--- src/rtl/fft_frame_peak_finder.sv ---
// fft_frame_peak_finder
// Finds the largest L1-magnitude (|I|+|Q|) bin in each FFT frame and emits
// one registered peak report per frame. Three-stage in-order pipeline:
//   S1 |I|,|Q|   S2 mag = |I|+|Q|   S3 compare/update + report
// A sample presented with tlast in cycle N produces peak_tvalid in cycle N+3.
//
// Ports:
//   clk, aresetn      clock, asynchronous active-low reset
//   tdata             {Q, I}, each DATA_LEN/2 bits signed
//   tvalid/tlast      sample valid (no backpressure) / last bin of frame
//   tuser             frame sideband, captured on the first valid sample
//   index             bin index of the current sample
//   mag_threshold     (PEAK_THRESHOLD_EN only) minimum eligible magnitude
//   peak_tvalid       one-cycle report strobe
//   peak_index/mag    location and magnitude of the frame maximum
//   peak_tuser        frame sideband
//   peak_count        valid samples in the frame (saturating)
//   peak_found        at least one bin was eligible
//
// Optional feature macro: PEAK_THRESHOLD_EN (adds mag_threshold).
module fft_frame_peak_finder #(
    parameter int unsigned DATA_LEN  = 64,
    parameter int unsigned TUSER_LEN = 32,
    parameter int unsigned INDEX_LEN = 32,
    parameter int unsigned SKIP_BINS = 1
) (
    input  logic                   clk,
    input  logic                   aresetn,
    input  logic [DATA_LEN-1:0]    tdata,
    input  logic                   tvalid,
    input  logic                   tlast,
    input  logic [TUSER_LEN-1:0]   tuser,
    input  logic [INDEX_LEN-1:0]   index,
`ifdef PEAK_THRESHOLD_EN
    input  logic [DATA_LEN/2:0]    mag_threshold,
`endif
    output logic                   peak_tvalid,
    output logic [INDEX_LEN-1:0]   peak_index,
    output logic [DATA_LEN/2:0]    peak_mag,
    output logic [TUSER_LEN-1:0]   peak_tuser,
    output logic [INDEX_LEN-1:0]   peak_count,
    output logic                   peak_found
);

    localparam int unsigned HALF_W = DATA_LEN / 2;
    localparam int unsigned MAG_W  = HALF_W + 1;

    typedef enum logic {IDLE, ACCUM} state_e;

    // Unsigned magnitude; the most negative input maps to 2^(HALF_W-1).
    function automatic logic [HALF_W-1:0] abs_val(input logic [HALF_W-1:0] x);
        abs_val = x[HALF_W-1] ? HALF_W'(~x + HALF_W'(1)) : x;
    endfunction

    // S1 registers
    logic [HALF_W-1:0]    abs_i_q, abs_q_q;
    logic [INDEX_LEN-1:0] idx1_q;
    logic [TUSER_LEN-1:0] user1_q;
    logic                 vld1_q, last1_q;

    // S2 registers
    logic [MAG_W-1:0]     mag2_q;
    logic [INDEX_LEN-1:0] idx2_q;
    logic [TUSER_LEN-1:0] user2_q;
    logic                 vld2_q, last2_q;

    // S3 frame state and report registers
    state_e               state_q, state_d;
    logic [MAG_W-1:0]     best_mag_q, best_mag_d;
    logic [INDEX_LEN-1:0] best_idx_q, best_idx_d;
    logic                 found_q, found_d;
    logic [INDEX_LEN-1:0] count_q, count_d;
    logic [TUSER_LEN-1:0] tuser_q, tuser_d;

    logic                 pk_vld_q, pk_vld_d;
    logic [INDEX_LEN-1:0] pk_idx_q, pk_idx_d;
    logic [MAG_W-1:0]     pk_mag_q, pk_mag_d;
    logic [TUSER_LEN-1:0] pk_user_q, pk_user_d;
    logic [INDEX_LEN-1:0] pk_cnt_q, pk_cnt_d;
    logic                 pk_found_q, pk_found_d;

    logic                 eligible_c;

    // S1/S2 datapath
    always_ff @(posedge clk or negedge aresetn) begin
        if (!aresetn) begin
            abs_i_q <= '0;
            abs_q_q <= '0;
            idx1_q  <= '0;
            user1_q <= '0;
            vld1_q  <= 1'b0;
            last1_q <= 1'b0;
            mag2_q  <= '0;
            idx2_q  <= '0;
            user2_q <= '0;
            vld2_q  <= 1'b0;
            last2_q <= 1'b0;
        end else begin
            abs_i_q <= abs_val(tdata[HALF_W-1:0]);
            abs_q_q <= abs_val(tdata[DATA_LEN-1:HALF_W]);
            idx1_q  <= index;
            user1_q <= tuser;
            vld1_q  <= tvalid;
            last1_q <= tlast;
            mag2_q  <= MAG_W'(abs_i_q) + MAG_W'(abs_q_q);
            idx2_q  <= idx1_q;
            user2_q <= user1_q;
            vld2_q  <= vld1_q;
            last2_q <= last1_q;
        end
    end

    // Eligibility: DC rejection, optionally gated by magnitude threshold
`ifdef PEAK_THRESHOLD_EN
    assign eligible_c = (idx2_q >= INDEX_LEN'(SKIP_BINS)) && (mag2_q >= mag_threshold);
`else
    assign eligible_c = (idx2_q >= INDEX_LEN'(SKIP_BINS));
`endif

    // S3 state register
    always_ff @(posedge clk or negedge aresetn) begin
        if (!aresetn) begin
            state_q    <= IDLE;
            best_mag_q <= '0;
            best_idx_q <= '0;
            found_q    <= 1'b0;
            count_q    <= '0;
            tuser_q    <= '0;
            pk_vld_q   <= 1'b0;
            pk_idx_q   <= '0;
            pk_mag_q   <= '0;
            pk_user_q  <= '0;
            pk_cnt_q   <= '0;
            pk_found_q <= 1'b0;
        end else begin
            state_q    <= state_d;
            best_mag_q <= best_mag_d;
            best_idx_q <= best_idx_d;
            found_q    <= found_d;
            count_q    <= count_d;
            tuser_q    <= tuser_d;
            pk_vld_q   <= pk_vld_d;
            pk_idx_q   <= pk_idx_d;
            pk_mag_q   <= pk_mag_d;
            pk_user_q  <= pk_user_d;
            pk_cnt_q   <= pk_cnt_d;
            pk_found_q <= pk_found_d;
        end
    end

    // S3 next-state: frame accumulation and report publication
    always_comb begin
        state_d    = state_q;
        best_mag_d = best_mag_q;
        best_idx_d = best_idx_q;
        found_d    = found_q;
        count_d    = count_q;
        tuser_d    = tuser_q;
        pk_vld_d   = 1'b0;
        pk_idx_d   = pk_idx_q;
        pk_mag_d   = pk_mag_q;
        pk_user_d  = pk_user_q;
        pk_cnt_d   = pk_cnt_q;
        pk_found_d = pk_found_q;

        if (vld2_q) begin
            if (state_q == IDLE) begin
                // First sample of a frame starts a fresh search
                count_d    = INDEX_LEN'(1);
                tuser_d    = user2_q;
                best_mag_d = eligible_c ? mag2_q : '0;
                best_idx_d = eligible_c ? idx2_q : '0;
                found_d    = eligible_c;
            end else begin
                count_d = (count_q == '1) ? count_q : count_q + INDEX_LEN'(1);
                // Strict compare keeps the earliest bin on ties
                if (eligible_c && (!found_q || (mag2_q > best_mag_q))) begin
                    best_mag_d = mag2_q;
                    best_idx_d = idx2_q;
                    found_d    = 1'b1;
                end
            end

            if (last2_q) begin
                pk_vld_d   = 1'b1;
                pk_idx_d   = best_idx_d;
                pk_mag_d   = best_mag_d;
                pk_user_d  = tuser_d;
                pk_cnt_d   = count_d;
                pk_found_d = found_d;
                state_d    = IDLE;
            end else begin
                state_d = ACCUM;
            end
        end
    end

    assign peak_tvalid = pk_vld_q;
    assign peak_index  = pk_idx_q;
    assign peak_mag    = pk_mag_q;
    assign peak_tuser  = pk_user_q;
    assign peak_count  = pk_cnt_q;
    assign peak_found  = pk_found_q;

endmodule
--- config.mk ---
export PLATFORM = sky130hd
export DESIGN_NAME = fft_frame_peak_finder
export DESIGN_NICKNAME = d
export VERILOG_FILES = /design/src/rtl/fft_frame_peak_finder.sv
export SDC_FILE = /design/constraint.sdc
export NUM_CORES = 1
export LEC_CHECK = 0
export CAP_MARGIN = 10
export CORE_MARGIN = 2
export CORE_UTILIZATION = 45
export CTS_CLUSTER_SIZE = 14
export DETAILED_ROUTE_END_ITERATION = 16
export GPL_TIMING_DRIVEN = 0
export PLACE_DENSITY = 0.79
export SYNTH_ARGS = -nofsm -noshare
export SYNTH_HDL_FRONTEND = slang
export SYNTH_SLANG_ARGS = --single-unit
--- constraint.sdc ---
create_clock -name clk -period 4.1 [get_ports clk]
set_input_delay 0.615 -clock clk [delete_from_list [all_inputs] [get_ports clk]]
set_output_delay 0.615 -clock clk [all_outputs]
set_load 0.02 [all_outputs]
==> results.md, run 1 <==
- Leak: 0.0113 uW
- DR pass1 iterations: 5
- Top-count cell post-synth: dfrtp_1
- Crit path arrival time: 4300 ps
- Routed via count: 14.9k
- Post-Synthesis Net Count: 1943
- Outcome: finished, final reports clean
- Iter 0 DRT Violations: 1016
- Clock sinks: 491
- Largest net degree at the start of global routing: 135
- Final worst-path cycle share: 0.920
- CTS tree: done
- Yosys top cell by area: dfrtp_1
- Clk_skew: 18.0 ps
- Drt wl/cell: 19.0 um
- ANT cells: 0
- Clock buffer depth: 3
- Synth warn: 0
- NumNets Final: 2259
- Setup violations, final: 0
- Vias per cell: 5.55
- Post-synth EDFFs: 0
- Worst path required time: 4630 ps
- Placeable Area: 45500 sq um
- Die Footprint: 48000 sq um
- Mapped Cells: 1742
- Avg Inst Size Synth: 11.9 sq um
- Top cells by area, synth: dfrtp_1, xnor2_1, ha_1, a221o_1, a22o_1
- Finished Layout Cells: 2691
- Post-synthesis sequential area ratio: 0.590
- Initial core utilization: 0.458
- Critical path type: flip-flop to flip-flop
- FF/Latch Area: 12300 sq um
- Worst Setup Start Kind: flip-flop
- Crit Path Max Fanout: 10
- Area grow syn2layout: 24.9%
- Post-DRT Antenna Nets: 0
- Async S/R FF share, synth: 1.00
- Cell area after synthesis: 20800 sq um
- Worst-path clk slew: 60 ps
- GRT Overall Usage: 0.216
- Number of synthesized register bits: 491
- RSZ-0062 raised after global routing: false
- Congestion Overflow GR: 0
- Min-delay worst type: input port to asynchronous set/reset pin
- PortBufs: 262
- DP Cell Count: 2607
- Postcts setup bufs: 0
- Synth top area share: 0.590
- Clk root buf: clkbuf_16
- Fmax: 265 MHz
- Synth unique cells: 62
- Die span in x: 219 um
- Boundary Pins: 263
- Post-Route Utilization: 0.572
- Relative slew slack: 0.413
- Filler Cells Inserted: 3672
- Slew Limit Fails: 0
- Most instantiated cells after synthesis: dfrtp_1, nand2_1, xnor2_1
- Max cap viols: 0
- DP Area: 24300 sq um
- Ys flop type: dfrtp_1
- Multi-input gate area: 7940 sq um
- Final wirelength: 51300 um
- First-pass GRT wire length: 81700 um
- DRC Markers: 0
- Final min period: 3770 ps
- H-tree levels: 2
- Power Density: 607 nW/um^2
- Clk_lat worst skew: 590 ps
- Num rows: 78
- Die height: 219 um
- Initial antenna violation count: 1
- Final hold vios: 0
- Critical Path Sink Type: flip-flop
- Vias in the first global route: 15.2k
- Fin Setup TNS: 0 ps
- Fin area: 26000 sq um
- Post-DP HPWL: 36800 um
- Slew @ Worst Pin: 880 ps
- Routability cong.: 0.909
- Share of cells above drive strength 1: 0.0684
- Clock buffer count from CTS: 49
- Max rail drop VDD: 0.000379 V
critical path: stages (launching register included):
cell and delay (ps):
dfrtp_1 380, inv_1 60, ha_1 300, nand4_1 180, or3_1 410, nor2_1 200
nand2_1 100, a31oi_1 250, nor3b_1 110, nor4_1 590, clkbuf_2 440, buf_1 440
a22o_1 230
logic make-up (layout without fill, tap and decap cells):
| kind of cell | Yosys count | count (layout) | share of synthesized area |
|---|---|---|---|
| xor+xnor | 109 | 109 | 0.0459 |
| mux | 83 | 83 | 0.0421 |
| compound gates | 416 | 416 | 0.147 |
| fa+ha+maj | 69 | 69 | 0.0418 |
| buf+inv | 156 | 505 | 0.0281 |
| simple gates | 418 | 418 | 0.105 |
| flops | 491 | 491 | 0.590 |
final timing paths:
check                                 end  slack (ps)  cells past startpoint           start
setup / recovery           best_idx_q[16]         330                     12  best_mag_q[27]
hold / removal             peak_count[10]          80                      1         aresetn
setup reg to reg           best_idx_q[16]         330                     12  best_mag_q[27]
hold reg to reg                idx2_q[31]         340                      0      idx1_q[31]
max in group asynchronous      idx1_q[10]        2300                      3         aresetn
min in group clk               idx2_q[31]         340                      0      idx1_q[31]
per-layer routing:
| metal | GRT usage | share of wire | wire, um | vias up |
|---|---|---|---|---|
| met3 | 0.0499 | 0.068 | 3490 | 103 |
| met1 | 0.271 | 0.41 | 21100 | 7414 |
| met5 | 0 | 0.00023 | 12 | - |
| met4 | 0.0788 | 0.035 | 1820 | 2 |
| met2 | 0.365 | 0.48 | 24800 | 488 |
| li1 | - | - | - | 6934 |
per-stage QoR:
step | worst slack [ps] | total power, uW | hold WS, ps
floorplan | 1160 | 9150 | 319
global placement | -18060 | 10900 | 332
detailed placement | 93.6 | 11100 | 335
CTS | 49.3 | 15900 | 110
global route | 119 | 16600 | 129
finish | 330 | 15800 | 81.7
power breakdown:
part | switching (uW) | total (uW) | internal, uW
Clock | 1880 | 4710 | 2820
Sequential | 697 | 6580 | 5880
Combinational | 2340 | 4480 | 2140
Total | 4920 | 15800 | 10800
final cells by class:
type,count,area share
well taps,600,0.0289
inverters,70,0.0101
clock buffers,65,0.0533
multi-input cells,1095,0.306
plain buffers,86,0.0125
clock inverters,19,0.0126
flip-flops and latches,491,0.473
repair buffers,265,0.104
placed cells by master, fill, tap and decap left out, drive strengths merged, types with 23 or more instances in the layout:
cell type      count
o21ai             92
xnor2             98
clkdlybuf4s50    261
and2              66
a22o              66
inv               69
mux2i             47
o31ai             35
nor2              53
a21o              28
buf               23
nand4             24
a221o             65
nand2            138
clkbuf           132
nand3             23
mux2              36
a21oi             49
dfrtp            491
ha                68
repair_timing:
action,in CTS,in global routing
setup endpoints to repair,0,50
hold buffers,0,0
resized for setup,0,2
Note: power is estimated with default switching activity, not from simulation.
==> run 2: changes to the inputs <==
clock period = 3.9 ns   (was 4.1 ns; I/O delays follow)
==> run 2 against run 1 <==
Sequential share of layout area hardly changed. Total power is 5.2% higher. Wire length hardly changed. Critical path depth is 1 lower. Combinational power is 5.1% higher.
==> results.md, run 2 (same netlist as run 1, synthesis figures left out) <==
- Slew @ Worst Pin: 890 ps
- Clk_skew: 17.8 ps
- Part of the power in combinational logic: 0.284
- Die span in x: 219 um
- Max rail drop VDD: 0.000398 V
- Crit Path Max Fanout: 10
- Worst-path clk slew: 60 ps
- Drt wl/cell: 19.0 um
- Critical path type: flip-flop to flip-flop
- Routed via count: 14.9k
- DRC Markers: 0
- Finished Layout Cells: 2691
- Vias in the first global route: 15.2k
- Share of cells above drive strength 1: 0.0693
- Worst path required time: 4420 ps
- Routability cong.: 0.909
- Fin Setup TNS: 0 ps
- Initial antenna violation count: 1
- Net Sw Frac: 0.312
- Post-DRT Antenna Nets: 0
- Setup violations, final: 0
- Final min period: 3680 ps
- Crit path arrival time: 4200 ps
- Clock buffer depth: 3
- Final worst-path cycle share: 0.943
- Most frequent cells in the layout: dfrtp_1, clkdlybuf4s50_1, nand2_1
- Clk root buf: clkbuf_16
- Clock buffer count from CTS: 49
- H-tree levels: 2
- Outcome: finished, final reports clean
- Boundary Pins: 263
- ANT cells: 0
- DR pass1 iterations: 5
- PortBufs: 262
- Congestion Overflow GR: 0
- Final Power: 16600 uW
- Most common cell after layout, fill and taps aside: dfrtp_1
- RSZ-0062 raised after global routing: false
- Clk_lat worst skew: 590 ps
- Initial core utilization: 0.458
- Die height: 219 um
- First-pass GRT wire length: 81700 um
- CTS tree: done
- NetSw: 5180 uW
- Min-delay worst type: input port to asynchronous set/reset pin
- Die Footprint: 48000 sq um
- Vias per cell: 5.55
- Fmax: 272 MHz
- Iter 0 DRT Violations: 1020
- Leak: 0.0113 uW
- Cell Int Power: 11400 uW
- Final wirelength: 51300 um
- Share of power burned in registers: 0.417
- Largest net degree at the start of global routing: 135
- DP Cell Count: 2607
- Slew Limit Fails: 0
- Worst Setup Start Kind: flip-flop
- Critical Path Sink Type: flip-flop
- NumNets Final: 2259
- Clock sinks: 491
- Area grow syn2layout: 24.9%
- Relative slew slack: 0.406
- Final hold vios: 0
- Power Density: 638 nW/um^2
- Placeable Area: 45500 sq um
- Clock power share: 0.299
- Num rows: 78
- GRT Overall Usage: 0.216
- Max cap viols: 0
- Post-DP HPWL: 36800 um
==> run 2: cell counts in the layout (fill, tap and decap cells not counted) <==
No cell type changed its count.
==> run 2: what timing repair did <==
item                       in CTS  in global routing
hold buffers                    0                  0
setup buffers                   0                  0
resized for setup               1                  3
setup endpoints to repair      50                 68
==> run 2: critical path: stages (launching register included) <==
cell and delay [ps]:
dfrtp_1 410, ha_1 320, a21o_1 180, a21o_1 180, a211oi_1 210, o21ai_0 150, a21oi_1 180, or3b_2 490
a31oi_1 220, clkbuf_1 540, clkbuf_1 460, a221o_1 250
==> run 2: area by class of cell <==
| cell class | count | area [sq um] |
|---|---|---|
| clock buffers | 65 | 1390 |
| repair buffers | 265 | 2710 |
| multi-input cells | 1095 | 7950 |
| clock inverters | 19 | 328 |
| inverters | 70 | 263 |
| fillers | 3671 | 19500 |
| flip-flops and latches | 491 | 12300 |
| plain buffers | 86 | 325 |
| well taps | 600 | 751 |
==> run 2: path summary, 6_finish.rpt <==
kind / start / endpoint / slack, ps / depth (start not counted)
max: mag2_q[30] / peak_mag[23] / 220 / 11
max in group asynchronous: aresetn / idx1_q[10] / 2130 / 3
min reg2reg: idx1_q[31] / idx2_q[31] / 340 / 0
min: aresetn / peak_count[10] / 50 / 1
max reg2reg: mag2_q[30] / peak_mag[23] / 220 / 11
min in group clk: idx1_q[31] / idx2_q[31] / 340 / 0
==> run 2: metrics by stage <==
step | worst slack (ps) | area [sq um] | hold slack, ps | utilization
6_report | 223 | 26000 | 52.3 | 0.572
5_1_grt | 56.2 | 26000 | 99.5 | 0.572
4_1_cts | 41.7 | 26000 | 80.3 | 0.572
3_5_place_dp | -106 | 24300 | 335 | 0.534
3_3_place_gp | -18230 | 24200 | 332 | 0.532
2_1_floorplan | 993 | 20800 | 289 | -
==> run 2: power groups by stage <==
stage	clock [uW]	sequential, uW	combinational, uW
CTS	5070	6910	4750
global placement	0	6960	4560
finish	4950	6920	4710
global route	5300	7030	5160
floorplan	0	7260	2360
detailed placement	0	6970	4690
==> run 2: routing by layer <==
metal  GRT usage  part of all wire  up-vias
met5           0           0.00023        -
met3      0.0499             0.068      103
met2       0.365              0.48      488
met1       0.271              0.41     7419
li1            -                 -     6933
met4      0.0788             0.035        2
==> run 3: changes to the inputs <==
ABC_AREA = 1   (was default)
PLACE_DENSITY = 0.78   (was 0.79)
==> run 3 against run 2 <==
First-iteration DRC count is 33% higher. Design area grew 8.7%. Critical path depth increased by 7. Worst setup slack better by 1100 ps. Combinational power increased by 4.5%. Total power increased by 0.54%. Register-to-register slack improved by 1100 ps. Fmax up 43%. Non-clock buffer count rose by 22. Critical path type unchanged. Largest power group unchanged.
==> results.md, run 3 <==
- Outcome: finished, final reports clean
- Post-DP HPWL: 43700 um
- Synth warn: 0
- Cell Int Power: 11000 uW
- Worst-path cell chain: ha_1, nand2_1, nor2_1, nand3_1, nor2_1, nand2_1, nand2_1, nor2_1, nand2_1, nand2_2, nand2_1, nand2_2, buf_6, buf_6, nand3_2, nand2_1, nand2_1, nand2_1
- Number of synthesized register bits: 491
- CP dominant cell by count: nand2_1
- Post-Synthesis Net Count: 2770
- DR pass1 iterations: 5
- Placeable Area: 50200 sq um
- Vias per cell: 5.03
- Hold_buf cts: 1
- Clk_lat worst skew: 610 ps
- Post-synthesis sequential area ratio: 0.537
- Boundary Pins: 263
- H-tree levels: 2
- Slew Limit Fails: 0
- Avg Inst Size Synth: 8.90 sq um
- Hold_sp: user1_q[21]
- Critical Path Sink Type: flip-flop
- DP Area: 26400 sq um
- Area grow syn2layout: 23.6%
- Synth top area share: 0.537
- Max rail drop VDD: 0.000386 V
- Post-DRT Antenna Nets: 0
- Clock buffer depth: 3
- Max cap viols: 0
- Mapped Cells: 2569
- Clock sinks: 491
- Final min period: 2580 ps
- Clk_skew: 39.7 ps
- Vias in the first global route: 18.0k
- Reg2reg setup slack: 1320 ps
- Largest net degree at the start of global routing: 116
- RR Startpoint: mag2_q[12]
- # resized after CTS: 0
- Yosys top cell by area: dfrtp_1
- Relative slew slack: 0.429
- GRT Overall Usage: 0.223
- Post-Route Utilization: 0.563
- Post-synth EDFFs: 0
- Final worst-path cycle share: 0.661
- Routability cong.: 0.971
- Met3 Track Usage GR: 0.0366
- Power Density: 590 nW/um^2
- Cell area after synthesis: 22900 sq um
- Fmax: 388 MHz
- Final wirelength: 58200 um
- Critical path type: flip-flop to flip-flop
- Postcts setup bufs: 0
- Top-count cell post-synth: nand2_1
- NumNets Final: 3092
- Top cells by area, synth: dfrtp_1, nand2_1, nand3_2, ha_1, inv_1
- Met2 global-route usage: 0.365
- Worst path required time: 4360 ps
- Synth unique cells: 45
- Ys flop type: dfrtp_1
- FF/Latch Area: 12300 sq um
- Reg2reg end: peak_mag[17]
- CTS tree: done
- Congestion Overflow GR: 0
- Hold Path Depth: 0
- Initial core utilization: 0.456
- Async S/R FF share, synth: 1.00
- Initial antenna violation count: 3
- Setup violations, final: 0
- NetSw: 5640 uW
- Drt wl/cell: 16.1 um
- First-pass GRT wire length: 94200 um
- Routed via count: 18.1k
- DRC Markers: 0
- CP max stage cell: dfrtp_1
- Leak: 0.0137 uW
- Clk root buf: clkbuf_16
- Share of cells above drive strength 1: 0.0968
- Met1 Use GR: 0.299
- Net Sw Frac: 0.339
- Hold EP: user2_q[21]
- Grt peak-use layer: met2
- Most common cell after layout, fill and taps aside: nand2_1
- RSZ-0062 raised after global routing: false
- Die Footprint: 52600 sq um
- Worst Setup Start Kind: flip-flop
- Iter 0 DRT Violations: 1359
- Worst-path clk slew: 60 ps
- Part of the power in combinational logic: 0.295
- Min-delay worst type: flip-flop to flip-flop
- Filler Cells Inserted: 4305
- Crit path arrival time: 3040 ps
- Most instantiated cells after synthesis: nand2_1, dfrtp_1, inv_1
- Multi-input gate area: 9240 sq um
- Fin area: 28300 sq um
- Clock power share: 0.306
- Most frequent cells in the layout: nand2_1, dfrtp_1, clkdlybuf4s50_1
- Crit Path Max Fanout: 10
- FF-to-FF path depth: 18
- Share of power burned in registers: 0.399
- Num rows: 82
- Die height: 229 um
- Die span in x: 229 um
- Clock buffer count from CTS: 53
- Slew @ Worst Pin: 856 ps
- PortBufs: 262
- Max incr delay on CP: 400 ps
- Final hold vios: 0
-- run 3: power groups by stage --
stage	clock (uW)	sequential (uW)	combinational, uW
after floorplan	0	6950	2820
after global placement	0	6720	4820
after detailed placement	0	6710	4930
after CTS	5190	6640	4960
after global routing	5420	6750	5550
final	5100	6650	4920
-- run 3: final cells by class --
type	count	area share
antenna	3	0.000266
buffer	106	0.0207
clock buffer	69	0.0522
clock inverter	28	0.0117
inverter	200	0.0266
multi-input combinational	1772	0.327
sequential	491	0.435
tap	672	0.0298
timing repair buffer	267	0.0972
-- run 3: kinds of logic after synthesis --
kind of cell    after synthesis  synth area share
xor+xnor                     98            0.0375
flops                       491             0.537
buf+inv                     306            0.0584
fa+ha+maj                    69            0.0381
simple gates               1358             0.272
compound gates              247            0.0568
-- run 3: how the worst max path moves through the flow --
stage / start / end / slack, ps / depth (start not counted)
after floorplan: tdata[32] / abs_q_q[30] / 1880 / 12
after global placement: aresetn / abs_i_q[2] / -18830 / 1
after detailed placement: tdata[32] / abs_q_q[30] / 1050 / 13
after CTS: mag2_q[12] / peak_mag[17] / 1290 / 18
after global routing: best_mag_q[12] / peak_mag[17] / 1100 / 19
final: mag2_q[12] / peak_mag[17] / 1320 / 18
-- run 3: worst max-delay path, delay by kind of cell, from the launching register on --
| kind | cells | cell delay (ps) |
|---|---|---|
| AND/OR/NAND/NOR | 15 | 1390 |
| buffers and inverters | 2 | 320 |
| adder cells (fa/ha/maj) | 1 | 300 |
| flip-flops | 1 | 400 |
-- run 3: metrics by stage --
stage	TNS [ps]	power [uW]	worst slack (ps)	cells	hold WS, ps
finish	0	16700	1320	3608	337
global route	0	17700	1100	3608	350
CTS	0	16800	1290	3605	345
detailed placement	0	11600	1050	3507	335
global placement	-9199730	11500	-18830	3503	331
floorplan	0	9770	1880	2569	289
-- run 3: layer usage --
metal / part of all wire / up-vias
met4: 0.036 / 0
met1: 0.43 / 8595
li1: - / 8831
met5: 0 / -
met3: 0.058 / 127
met2: 0.47 / 585
